## src/rtl/fft_pkg.sv

```systemverilog
// Shared definitions for the 8-point FFT datapath: default widths, the complex
// sample type and the bit-reversal helper used by loader, core and benches.
package fft_pkg;

    localparam int DATA_W = 16;
    localparam int LOG2N  = 3;
    localparam int N      = 1 << LOG2N;

    typedef struct packed {
        logic signed [DATA_W-1:0] re;
        logic signed [DATA_W-1:0] im;
    } cplx_t;

    // Reverses the low `width` bits of idx; upper bits of the result are zero.
    function automatic logic [31:0] bitrev(input logic [31:0] idx, input int width);
        logic [31:0] r;
        r = '0;
        for (int b = 0; b < width; b++) begin
            r[width-1-b] = idx[b];
        end
        return r;
    endfunction

endpackage

```

## src/rtl/fft_frame_bank.sv

```systemverilog
// One N-entry complex register file: single synchronous write port, synchronous
// clear, and every entry readable in parallel.
module fft_frame_bank #(
    parameter  int DATA_W = fft_pkg::DATA_W,
    parameter  int N      = fft_pkg::N,
    localparam int AW     = $clog2(N)
) (
    input  logic                     clk,
    input  logic                     clr,
    input  logic                     we,
    input  logic [AW-1:0]            slot,
    input  logic signed [DATA_W-1:0] wr_re,
    input  logic signed [DATA_W-1:0] wr_im,
    output logic signed [DATA_W-1:0] rd_re [N],
    output logic signed [DATA_W-1:0] rd_im [N]
);

    logic signed [DATA_W-1:0] re_q [N];
    logic signed [DATA_W-1:0] re_d [N];
    logic signed [DATA_W-1:0] im_q [N];
    logic signed [DATA_W-1:0] im_d [N];

    always_comb begin
        // NOTE: every entry gets its hold value first, so no path infers a latch.
        re_d = re_q;
        im_d = im_q;
        if (clr) begin
            // NOTE: the storage is cleared on reset so the presented frame reads 0, not X.
            for (int i = 0; i < N; i++) begin
                re_d[i] = '0;
                im_d[i] = '0;
            end
        end else if (we) begin
            re_d[slot] = wr_re;
            im_d[slot] = wr_im;
        end
    end

    always_ff @(posedge clk) begin
        re_q <= re_d;
        im_q <= im_d;
    end

    assign rd_re = re_q;
    assign rd_im = im_q;

endmodule

```

## src/rtl/fft8_frame_loader.sv

```systemverilog
// Serial-to-frame loader: writes samples into bit-reversed slots of a ping-pong
// bank pair and presents each complete frame until the consumer takes it.
module fft8_frame_loader #(
    parameter  int DATA_W = fft_pkg::DATA_W,
    parameter  int LOG2N  = fft_pkg::LOG2N,
    localparam int N      = 1 << LOG2N
) (
    input  logic                     clk,
    input  logic                     rst,
    input  logic                     in_valid,
    output logic                     in_ready,
    input  logic                     in_sof,
    input  logic signed [DATA_W-1:0] in_re,
    input  logic signed [DATA_W-1:0] in_im,
    output logic                     frame_valid,
    input  logic                     frame_ready,
    output logic signed [DATA_W-1:0] frame_re [N],
    output logic signed [DATA_W-1:0] frame_im [N],
    output logic                     frame_drop
);

    logic [LOG2N-1:0] wr_cnt_q, wr_cnt_d;
    logic [1:0]       full_cnt_q, full_cnt_d;
    logic             wr_bank_q, wr_bank_d;
    logic             rd_bank_q, rd_bank_d;
    logic             frame_drop_q, frame_drop_d;

    logic             accept;
    logic             take;
    logic             realign;
    logic             complete;
    logic [LOG2N-1:0] wr_slot;
    logic [1:0]       bank_we;

    logic signed [DATA_W-1:0] bank_re [2][N];
    logic signed [DATA_W-1:0] bank_im [2][N];

    // in_ready decodes only the occupancy register, keeping it off any input path.
    assign in_ready    = (full_cnt_q != 2'd2);
    assign frame_valid = (full_cnt_q != 2'd0);
    assign frame_drop  = frame_drop_q;

    always_comb begin
        accept   = in_valid && in_ready;
        take     = frame_valid && frame_ready;
        realign  = accept && in_sof && (wr_cnt_q != '0);
        complete = accept && !realign && (wr_cnt_q == LOG2N'(N - 1));
        wr_slot  = realign ? '0 : LOG2N'(fft_pkg::bitrev(32'(wr_cnt_q), LOG2N));

        wr_cnt_d = wr_cnt_q;
        if (accept) begin
            wr_cnt_d = realign ? LOG2N'(1) : wr_cnt_q + LOG2N'(1);
        end

        full_cnt_d = full_cnt_q;
        if (complete && !take) begin
            full_cnt_d = full_cnt_q + 2'd1;
        end else if (!complete && take) begin
            full_cnt_d = full_cnt_q - 2'd1;
        end

        wr_bank_d    = wr_bank_q ^ complete;
        rd_bank_d    = rd_bank_q ^ take;
        frame_drop_d = realign;
        bank_we[0]   = accept && !wr_bank_q;
        bank_we[1]   = accept && wr_bank_q;
    end

    always_ff @(posedge clk) begin
        // NOTE: state registers use non-blocking assignment; all next-state math is in always_comb.
        if (rst) begin
            wr_cnt_q     <= '0;
            full_cnt_q   <= '0;
            wr_bank_q    <= 1'b0;
            rd_bank_q    <= 1'b0;
            frame_drop_q <= 1'b0;
        end else begin
            wr_cnt_q     <= wr_cnt_d;
            full_cnt_q   <= full_cnt_d;
            wr_bank_q    <= wr_bank_d;
            rd_bank_q    <= rd_bank_d;
            frame_drop_q <= frame_drop_d;
        end
    end

    for (genvar b = 0; b < 2; b++) begin : g_bank
        fft_frame_bank #(
            .DATA_W (DATA_W),
            .N      (N)
        ) u_bank (
            .clk   (clk),
            .clr   (rst),
            .we    (bank_we[b]),
            .slot  (wr_slot),
            .wr_re (in_re),
            .wr_im (in_im),
            .rd_re (bank_re[b]),
            .rd_im (bank_im[b])
        );
    end

    always_comb begin
        for (int i = 0; i < N; i++) begin
            frame_re[i] = bank_re[rd_bank_q][i];
            frame_im[i] = bank_im[rd_bank_q][i];
        end
    end

endmodule

```

## config.mk

```make
export PLATFORM = sky130hd
export DESIGN_NAME = fft8_frame_loader
export DESIGN_NICKNAME = d
export VERILOG_FILES = /design/src/rtl/fft_pkg.sv /design/src/rtl/fft_frame_bank.sv /design/src/rtl/fft8_frame_loader.sv
export SDC_FILE = /design/constraint.sdc
export NUM_CORES = 1
export LEC_CHECK = 0
export CORE_MARGIN = 4
export CORE_UTILIZATION = 50
export DETAILED_ROUTE_END_ITERATION = 10
export PLACE_DENSITY = 0.73
export SLEW_MARGIN = 20
export SYNTH_ARGS = -nofsm -noshare
export SYNTH_HDL_FRONTEND = slang
export SYNTH_SLANG_ARGS = --single-unit
```

## constraint.sdc

```tcl
create_clock -name clk -period 4.4 [get_ports clk]
set_clock_uncertainty 0.2 [all_clocks]
set_input_delay 0.88 -clock clk [delete_from_list [all_inputs] [get_ports clk]]
set_output_delay 0.88 -clock clk [all_outputs]
set_load 0.01 [all_outputs]
```

* Yosys cells after proc, flatten, opt, wreduce, memory -nomap -nowiden
Cells that the tools add are included.
W data, S select, Z words.
** Word-level totals
- Output and inout port bits :: 259
- Logic and storage cells :: 83
- Register bits :: 520
- Input bits :: 37
** Cells by class
- Add/sub/neg operators :: 3
- Equal/unequal tests :: 2
- Reductions and logical operators :: 18
- Muxes and demuxes :: 16
- Bitwise logic cells :: 4
- Magnitude comparators :: 3
** Operators by type and width (number)
- $mux W128 :: 6
- $bwmux W128 :: 4
- $demux W16 S3 :: 1
- $mux W16 :: 1
- $logic_and A1 B1 Y1 :: 11
- $mux W3 :: 2
- $ge A4 B4 Y1 const B :: 1
- $logic_not A1 Y1 :: 4
- $lt A4 B1 Y1 const B :: 1
- $mux W2 :: 2
- $not A3 Y4 :: 1
- $reduce_bool A2 Y1 :: 2
- $add A3 B1 Y3 const B :: 1
- $eq A3 B3 Y1 const B :: 1
- $reduce_bool A3 Y1 :: 1
- $add A2 B1 Y2 const B :: 1
- $ge A2 B2 Y1 const B :: 1
- $ne A2 B2 Y1 const B :: 1
- $not A1 Y2 :: 1
- $sub A2 B1 Y2 const B :: 1
- $xor A1 B1 Y1 :: 2

* Logic depth before layout (Yosys ltp)
Gate-level depths: netlist of run 1.
- Word-level depth :: 11
- Mapped depth :: 10

* By module
Synthesis of run 1 repeated with hierarchy kept, for this count alone.
** Second synthesis, totals
- Cell total of the unflattened synthesis :: 2151
- Area, all modules :: 23787.8 µm²
** Modules (own cells, without submodules)
- fft_frame_bank :: sequential area each 5124.9 µm², area an instance 10022.1 µm², instances 2, cells an instance 908
- fft8_frame_loader :: sequential area each 160.2 µm², area an instance 3743.6 µm², instances 1, cells an instance 335

* Worst setup path after synthesis of run 1
OpenSTA, ideal clock, no wires.
- Path kind :: register -> output
- From :: reg rd_bank_q
- To :: out frame_im[100] (netlist name)
- Stages on the path, launching flop included :: 5
- Data required time :: 3320 ps
- Setup slack :: 1791 ps
- Arrival time :: 1529 ps
- Cells stage by stage :: dfxtp_1 -> clkbuf_1 -> clkbuf_1 -> clkbuf_1 -> mux2_2
** RTL lines
- start, declared :: line fft8_frame_loader.sv:25 : logic rd_bank_q, rd_bank_d;
- start signal, assigned :: line fft8_frame_loader.sv:81 : rd_bank_q <= rd_bank_d;
- end, declared :: line fft8_frame_loader.sv:18 : output logic signed [DATA_W-1:0] frame_im [N],

==> results of run 1 <==
[cell families after synthesis]
family          count (synthesis)
simple gates                  722
mux                           641
flops                         520
buf+inv                       197
compound gates                138
fa+ha+maj                       4
xor+xnor                        3
[cell usage after synthesis, drive strengths merged]
library cell / instances / area [um^2]
or2: 1 / 6.260
nand3: 5 / 25.02
or3: 2 / 12.51
nor4b: 1 / 15.01
nand2b: 420 / 2635
o21ai: 2 / 13.76
ha: 4 / 50.05
o21a: 1 / 7.510
o211ai: 1 / 12.51
nor3: 3 / 15.01
a211oi: 2 / 20.02
and4: 3 / 26.28
buf: 54 / 300.3
and3: 4 / 25.02
nand2: 262 / 983.4
inv: 2 / 7.510
dfxtp: 520 / 10410
mux2i: 384 / 3844
and2: 2 / 12.51
nor2: 4 / 15.01
and4bb: 1 / 12.51
nor2b: 3 / 18.77
a21oi: 132 / 660.6
xor2: 3 / 26.28
clkbuf: 141 / 529.3
mux2: 257 / 2894
nand4: 11 / 87.59
[worst paths after layout]
path / cells past startpoint / end
worst max-delay path: 3 / frame_im[91]
worst min-delay path: 2 / g_bank[0].u_bank.rd_re[44]
worst max register to register: 6 / g_bank[0].u_bank.rd_re[63]
worst min register to register: 2 / g_bank[0].u_bank.rd_re[44]
[final cells by class]
class,instances,area [um^2],area share
clock buffers,88,1683,0.06063
clock inverters,10,103.9,0.003741
inverters,2,7.507,0.0002705
multi-input cells,1508,11450,0.4124
flip-flops and latches,520,10410,0.3752
well taps,592,740.7,0.02668
repair buffers,334,3363,0.1212
[power breakdown]
part | leakage (uW) | internal (uW) | switching [uW]
Sequential | 0.00420 | 4750 | 32.0
Clock | 0.000883 | 2710 | 1850
Combinational | 0.00703 | 272 | 317
[flip-flops by register name, summed over array words and instances (netlist names)]
name,flops
wr_cnt_q,3
g_bank.u_bank.rd_re,256
wr_bank_q,1
rd_bank_q,1
g_bank.u_bank.rd_im,256
full_cnt_q,2
frame_drop,1
[per-layer routing]
metal / GRT usage / up-vias / wire length, um
met5: 0 / - / 13
met4: 0.06040 / 2 / 1228
met3: 0.04877 / 77 / 3057
met1: 0.3118 / 7882 / 27170
met2: 0.3911 / 356 / 28450
li1: - / 7824 / -
[metrics by stage]
| stage | hold WS, ps | instance area [um^2] |
|---|---|---|
| after floorplan | 232.9 | 22670 |
| after global placement | 237.5 | 25970 |
| after detailed placement | 243.9 | 25970 |
| after CTS | 251.8 | 27760 |
| after global routing | 268.8 | 27760 |
| final | 251.1 | 27760 |
[worst register-to-register path, cell delays in order (launching register included)]
cell	delay, ps
dfxtp_1	640
inv_2	200
ha_1	290
nand2b_1	170
nand3_1	90
or3_2	810
mux2i_1	300
==> impl_metrics.prom, run 1 <==
# TYPE chip_impl_metric gauge
chip_impl_metric{name="remaining_drc_errors",unit=""} 0
chip_impl_metric{name="synthesis.nets",unit=""} 2266
chip_impl_metric{name="post-cts-setup-buffer-count",unit=""} 0
chip_impl_metric{name="synth_mux_area_frac",unit=""} 0.2973
chip_impl_metric{name="initial_core_utilization",unit=""} 0.5092
chip_impl_metric{name="post_cts_resized",unit=""} 0
chip_impl_metric{name="synth_area_per_cell",unit="um^2"} 10.19
chip_impl_info{name="grt_setup_unrepaired",value="no"} 1
chip_impl_metric{name="fin_cells",unit=""} 3054
chip_impl_metric{name="pre_cts_slack",unit="ps"} 1105
chip_impl_metric{name="wl_per_cell",unit="um"} 19.62
chip_impl_metric{name="critPathMaxStageDelay",unit="ps"} 940
chip_impl_metric{name="syn_area",unit="mm^2"} 0.02267
chip_impl_info{name="most_frequent_cells_in_the_layout",value="dfxtp_1 (519), nand2b_1 (419), mux2i_1 (384)"} 1
chip_impl_metric{name="final-max-slew-violation-count",unit=""} 0
chip_impl_info{name="regToRegStartpoint",value="wr_cnt_q[0]"} 1
chip_impl_metric{name="n_fill_cell",unit=""} 3635
chip_impl_metric{name="worst_pin_slew",unit="ps"} 1037
chip_impl_info{name="crit_start",value="rd_bank_q"} 1
chip_impl_metric{name="finalWeightedCongestion",unit=""} 0.7928
chip_impl_metric{name="die_width",unit="um"} 220.9
chip_impl_metric{name="yosys_warnings",unit=""} 0
chip_impl_metric{name="drive_above_1_share",unit=""} 0.1592
chip_impl_metric{name="synth.lib_cells_used.distinct",unit=""} 33
chip_impl_metric{name="synth_xor_xnor_area_share",unit=""} 0.001159
chip_impl_metric{name="port_buffers",unit=""} 295
chip_impl_metric{name="die_h",unit="um"} 220.9
chip_impl_metric{name="grt_pass1_vias",unit=""} 16900
chip_impl_metric{name="cts.hold.buffers_added",unit=""} 0
chip_impl_metric{name="grt_usage",unit=""} 0.2342
chip_impl_metric{name="setup_viol_count_final",unit=""} 0
chip_impl_info{name="critical-path-top-delay-family",value="flip-flops"} 1
chip_impl_metric{name="grt_start_max_net_pins",unit=""} 146
chip_impl_metric{name="vdd_ir_drop_max",unit="mV"} 0.2393
chip_impl_metric{name="crit_required",unit="ps"} 3320
chip_impl_metric{name="worst_skew_pair.late_latency",unit="ps"} 590
chip_impl_metric{name="ff2ff_setup_slack",unit="ps"} 1610
chip_impl_metric{name="synth_area_in_adders",unit=""} 0.002208
chip_impl_metric{name="cap_violations",unit=""} 0
chip_impl_metric{name="min_period_over_period",unit=""} 0.8840
chip_impl_metric{name="row_count",unit=""} 77
chip_impl_info{name="critical_path_start_end_classification",value="flip-flop to primary output"} 1
chip_impl_metric{name="vias_per_cell",unit=""} 5.285
chip_impl_metric{name="total_negative_setup_slack",unit="ps"} 0
chip_impl_metric{name="synth_seq_cells",unit=""} 520
chip_impl_info{name="min_path_type",value="flip-flop to flip-flop"} 1
chip_impl_info{name="setup.worst_path.start_class",value="flip-flop"} 1
chip_impl_metric{name="grt_antenna_before_repair",unit=""} 1
chip_impl_metric{name="design_power_total",unit="uW"} 9934
chip_impl_metric{name="firstDrtPassIters",unit=""} 8
chip_impl_metric{name="grt_overflow",unit=""} 0
chip_impl_metric{name="core_ar",unit="mm^2"} 0.04451
chip_impl_info{name="root_buffer_selected_by_cts",value="clkbuf_16"} 1
chip_impl_metric{name="worst-endpoint-arrival",unit="ps"} 2810
chip_impl_metric{name="fraction_of_the_mapped_netlist_area_in_compound_gates",unit=""} 0.03152
chip_impl_info{name="min_from",value="g_bank[0].u_bank.rd_re[44]"} 1
chip_impl_metric{name="report.final.hold_viol_count",unit=""} 0
chip_impl_metric{name="place.detailed.hpwl",unit="um"} 39760
chip_impl_metric{name="relative_max_transition_margin",unit=""} 0.3088
chip_impl_metric{name="grt_pass1_wl",unit="um"} 94160
chip_impl_metric{name="critPathMaxFanout",unit=""} 46
chip_impl_metric{name="post_synth_and_or_nand_nor_area_fraction",unit=""} 0.1716
chip_impl_metric{name="num_vias",unit=""} 16140
chip_impl_metric{name="cp_num_buf_inv",unit=""} 2
chip_impl_metric{name="fmaxAchievable",unit="MHz"} 257.1
chip_impl_metric{name="final_nets",unit=""} 2461
chip_impl_metric{name="total_leakage_power",unit="uW"} 0.01211
chip_impl_metric{name="cts-buffers-inserted",unit=""} 54
chip_impl_metric{name="synthesis.instances",unit=""} 2225
chip_impl_metric{name="clkTransAtPathRegs",unit="ps"} 60
chip_impl_metric{name="timing.final.ws_setup",unit="ps"} 510.3
chip_impl_metric{name="flow.area_growth_from_synthesis",unit="%"} 22.47
chip_impl_metric{name="io_pins",unit=""} 296
chip_impl_info{name="crit_path_cell_trace",value="buf_4, mux2_2, clkdlybuf4s50_1"} 1
chip_impl_info{name="run_status",value="finished, final reports clean"} 1
chip_impl_metric{name="synth.yosys.seq_area_share",unit=""} 0.4593
chip_impl_metric{name="clock-sinks",unit=""} 520
chip_impl_metric{name="cts_buffer_depth",unit=""} 3
chip_impl_metric{name="finalCriticalPeriod",unit="ps"} 3890
chip_impl_metric{name="die-area",unit="mm^2"} 0.04880
chip_impl_info{name="crit_path_top_delay_cell",value="dfxtp_4"} 1
chip_impl_info{name="tritoncts",value="done"} 1
chip_impl_metric{name="cts-htree-levels",unit=""} 2
chip_impl_metric{name="initialDrtViolationCount",unit=""} 976
chip_impl_metric{name="power_density",unit="mW/mm^2"} 357.9
chip_impl_info{name="dominant_combinational_cell_family_by_area_after_synthesis",value="multiplexers"} 1
chip_impl_metric{name="routed_wirelength",unit="um"} 59920
chip_impl_info{name="most_common_cell_after_layout_fill_and_taps_aside",value="dfxtp_1"} 1
chip_impl_metric{name="antenna-diode-count",unit=""} 0
chip_impl_metric{name="postRouteAntennaNets",unit=""} 0
chip_impl_metric{name="placedCellCount",unit=""} 2956
chip_impl_metric{name="post-route-util",unit=""} 0.6236
chip_impl_info{name="worstSetupEndpointType",value="primary output"} 1
No activity file was read; power rests on OpenSTA's default activity.
==> inputs of run 2 (changes only) <==
Settings changed: ABC_CLOCK_PERIOD_IN_PS from default to 4400.
==> results of run 2 <==
Same layout as run 1: the final DEF is identical, and so are final timing and power.
==> inputs of run 3 (changes only) <==
Settings changed: SYNTH_HIERARCHICAL from default to 1.
==> run 3 against run 2 <==
Effect of this change:
- core utilization decreased by 1.1 points
- synthesized cell count decreased by 3.3%
- sequential share of layout area shrank 1.2 points
- clock-buffer cell count shrank 6
- critical path type unchanged
- critical endpoint is now frame_re[53]
- highest routed layer unchanged
==> impl_metrics.prom, run 3 <==
# TYPE chip_impl_metric gauge
chip_impl_metric{name="setup_viol_count_final",unit=""} 0
chip_impl_metric{name="cts-buffers-inserted",unit=""} 54
chip_impl_metric{name="cts.hold.buffers_added",unit=""} 0
chip_impl_metric{name="flow.area_growth_from_synthesis",unit="%"} 20.48
chip_impl_metric{name="worst_skew_pair.late_latency",unit="ps"} 600
chip_impl_metric{name="drive_above_1_share",unit=""} 0.1662
chip_impl_info{name="netlist_top_cells_count",value="nand2b_1 (576), dfxtp_1 (520), mux2i_1 (512), mux2_2 (235), clkbuf_1 (116)"} 1
chip_impl_metric{name="critPathMaxStageDelay",unit="ps"} 750
chip_impl_metric{name="place.detailed.hpwl",unit="um"} 44180
chip_impl_metric{name="die_h",unit="um"} 226.1
chip_impl_metric{name="cts-htree-levels",unit=""} 2
chip_impl_metric{name="die_width",unit="um"} 226.1
chip_impl_metric{name="die-area",unit="mm^2"} 0.05113
chip_impl_metric{name="yosys_warnings",unit=""} 6
chip_impl_metric{name="cap_violations",unit=""} 0
chip_impl_metric{name="power_density",unit="mW/mm^2"} 355.0
chip_impl_metric{name="cts_buffer_depth",unit=""} 3
chip_impl_metric{name="port_buffers",unit=""} 295
chip_impl_metric{name="firstDrtPassIters",unit=""} 5
chip_impl_info{name="tritoncts",value="done"} 1
chip_impl_info{name="worst_r2r_endpoint",value="g_bank[0].u_bank/rd_re[52]"} 1
chip_impl_metric{name="yosysTopAreaCellShare",unit=""} 0.4376
chip_impl_metric{name="total_negative_setup_slack",unit="ps"} 0
chip_impl_metric{name="pre_cts_slack",unit="ps"} 533.2
chip_impl_metric{name="power_share_of_the_clock_group",unit=""} 0.463
chip_impl_metric{name="ff2ff_setup_slack",unit="ps"} 1220
chip_impl_metric{name="routed_wirelength",unit="um"} 67320
chip_impl_metric{name="synth_seq_cells",unit=""} 520
chip_impl_info{name="grt_setup_unrepaired",value="no"} 1
chip_impl_info{name="post-synth-top-area-cell",value="dfxtp_1"} 1
chip_impl_metric{name="worst_pin_slew",unit="ps"} 1006
chip_impl_info{name="critical_path_start_end_classification",value="flip-flop to primary output"} 1
chip_impl_metric{name="grt_pass1_vias",unit=""} 16490
chip_impl_metric{name="critPathMaxFanout",unit=""} 31
chip_impl_info{name="regToRegStartpoint",value="wr_cnt_q[0]"} 1
chip_impl_metric{name="crit_required",unit="ps"} 3320
chip_impl_info{name="run_status",value="finished, final reports clean"} 1
chip_impl_metric{name="remaining_drc_errors",unit=""} 0
chip_impl_metric{name="vias_per_cell",unit=""} 5.409
chip_impl_metric{name="relative_max_transition_margin",unit=""} 0.3294
chip_impl_info{name="min_path_type",value="flip-flop to flip-flop"} 1
chip_impl_metric{name="grt_overflow",unit=""} 0
chip_impl_info{name="setup.worst_path.start_class",value="flip-flop"} 1
chip_impl_metric{name="worst-endpoint-arrival",unit="ps"} 2820
chip_impl_metric{name="synth_area_per_cell",unit="um^2"} 11.06
chip_impl_metric{name="grt_antenna_before_repair",unit=""} 1
chip_impl_metric{name="synth-edff-count",unit=""} 0
chip_impl_info{name="crit_path_top_delay_cell",value="dfxtp_4"} 1
chip_impl_metric{name="r2r_cell_count",unit=""} 7
chip_impl_metric{name="pwr-share-comb",unit=""} 0.066
chip_impl_metric{name="timing.final.ws_setup",unit="ps"} 498.3
chip_impl_metric{name="clock-sinks",unit=""} 520
chip_impl_metric{name="vdd_ir_drop_max",unit="mV"} 0.3244
chip_impl_metric{name="share_of_synthesized_flip_flops_with_an_asynchronous_set_or_reset",unit=""} 0
chip_impl_metric{name="final_nets",unit=""} 2352
chip_impl_metric{name="post-cts-setup-buffer-count",unit=""} 0
chip_impl_metric{name="power.internal",unit="uW"} 7877
chip_impl_info{name="crit_path_cell_trace",value="buf_4, mux2_2, clkdlybuf4s50_1"} 1
chip_impl_metric{name="total_leakage_power",unit="uW"} 0.01321
chip_impl_metric{name="grt_usage",unit=""} 0.2554
chip_impl_metric{name="initial_core_utilization",unit=""} 0.5088
chip_impl_metric{name="hold_path_depth",unit=""} 2
chip_impl_metric{name="grt_start_max_net_pins",unit=""} 106
chip_impl_info{name="yosys-top-cells-area",value="dfxtp_1 (44%), mux2i_1 (22%), nand2b_1 (15%)"} 1
chip_impl_metric{name="post_cts_resized",unit=""} 0
chip_impl_metric{name="antenna-diode-count",unit=""} 0
chip_impl_info{name="most_common_cell_after_layout_fill_and_taps_aside",value="nand2b_1"} 1
chip_impl_metric{name="row_count",unit=""} 79
chip_impl_metric{name="fmaxAchievable",unit="MHz"} 256.3
chip_impl_metric{name="sw_frac",unit=""} 0.2257
chip_impl_metric{name="postRouteAntennaNets",unit=""} 0
chip_impl_metric{name="grt_pass1_wl",unit="um"} 100500
chip_impl_info{name="most_frequent_cells_in_the_layout",value="nand2b_1 (576), dfxtp_1 (519), mux2i_1 (512)"} 1
chip_impl_metric{name="p_sw",unit="uW"} 2296
chip_impl_metric{name="finalCriticalPeriod",unit="ps"} 3902
chip_impl_metric{name="synthesis.nets",unit=""} 2192
chip_impl_info{name="worstSetupEndpointType",value="primary output"} 1
chip_impl_metric{name="clkTransAtPathRegs",unit="ps"} 60
chip_impl_info{name="root_buffer_selected_by_cts",value="clkbuf_16"} 1
chip_impl_metric{name="synth.lib_cells_used.distinct",unit=""} 39
chip_impl_metric{name="core_ar",unit="mm^2"} 0.04675
chip_impl_metric{name="final-max-slew-violation-count",unit=""} 0
chip_impl_info{name="synthMostInstantiatedCell",value="nand2b_1"} 1
chip_impl_metric{name="num_vias",unit=""} 16010
chip_impl_metric{name="io_pins",unit=""} 296
chip_impl_metric{name="finalWeightedCongestion",unit=""} 0.7991
chip_impl_metric{name="min_period_over_period",unit=""} 0.8868
chip_impl_metric{name="report.final.hold_viol_count",unit=""} 0
chip_impl_info{name="min_from",value="g_bank[0].u_bank/rd_im[25]"} 1
chip_impl_info{name="crit_start",value="rd_bank_q"} 1
chip_impl_metric{name="synth.yosys.seq_area_share",unit=""} 0.4376
chip_impl_metric{name="syn_area",unit="mm^2"} 0.02379
chip_impl_info{name="hold_end",value="g_bank[0].u_bank/rd_im[25]"} 1
chip_impl_info{name="synthFlopType",value="dfxtp_1"} 1
chip_impl_metric{name="worst_hold_slack",unit="ps"} 270.0
chip_impl_metric{name="wl_per_cell",unit="um"} 22.74
chip_impl_metric{name="synthesis.instances",unit=""} 2151
chip_impl_metric{name="sequentialPowerShare",unit=""} 0.470
chip_impl_metric{name="initialDrtViolationCount",unit=""} 1138
-- run 3: worst max-delay path by stage --
| stage | end | slack (ps) | cells past startpoint |
|---|---|---|---|
| global route | frame_re[53] | 420 | 3 |
| global placement | g_bank[0].u_bank/rd_re[55] | 650 | 5 |
| finish | frame_re[53] | 500 | 3 |
| CTS | frame_re[60] | 470 | 3 |
| floorplan | g_bank[0].u_bank/rd_im[117] | 1830 | 7 |
| detailed placement | g_bank[0].u_bank/rd_im[54] | 530 | 5 |
-- run 3: power by group through the flow --
| stage | logic, uW | clock network, uW | registers, uW |
|---|---|---|---|
| global route | 710 | 4960 | 4790 |
| detailed placement | 671 | 0 | 4890 |
| global placement | 665 | 0 | 4880 |
| finish | 676 | 4710 | 4780 |
| floorplan | 408 | 0 | 4880 |
| CTS | 675 | 4790 | 4780 |
-- run 3: metrics by stage --
stage	area (um^2)	std cells	util	total power, uW
after floorplan	23790	2151	-	5286
after global placement	26820	2862	0.5736	5550
after detailed placement	26820	2862	0.5736	5559
after CTS	28660	2960	0.6130	10250
after global routing	28660	2960	0.6130	10460
final	28660	2960	0.6130	10170
-- run 3: critical path: cells and delay by family (launching register included) --
kind	cells	cell delay (ps)
DFF	1	750
buffers and inverters	2	1020
muxes	1	410
-- run 3: area by class of cell --
type	instances	area [um^2]
clock inverter	16	234.0
tap	607	759.5
multi-input combinational	1402	12310
clock buffer	82	1608
timing repair buffer	328	3318
sequential	520	10410
inverter	5	18.77
fill	3724	18090
-- run 3: routing by layer --
layer | wire length, um | part of all wire | up-vias | track usage
met4 | 2593 | 0.039 | 2 | 0.09721
met2 | 30490 | 0.45 | 442 | 0.4019
met5 | 13 | 0.00019 | - | 0
met1 | 30500 | 0.45 | 7923 | 0.3499
li1 | - | - | 7516 | -
met3 | 3729 | 0.055 | 129 | 0.04914
-- run 3: logic make-up after synthesis --
group | share of synthesized area
muxes | 0.3403
DFF | 0.4376
and+or+nand+nor | 0.1649
buffers and inverters | 0.04965
adders and majority gates | 0.002104
AOI/OAI and AO/OA | 0.004313
xor gates and xnor gates | 0.001105
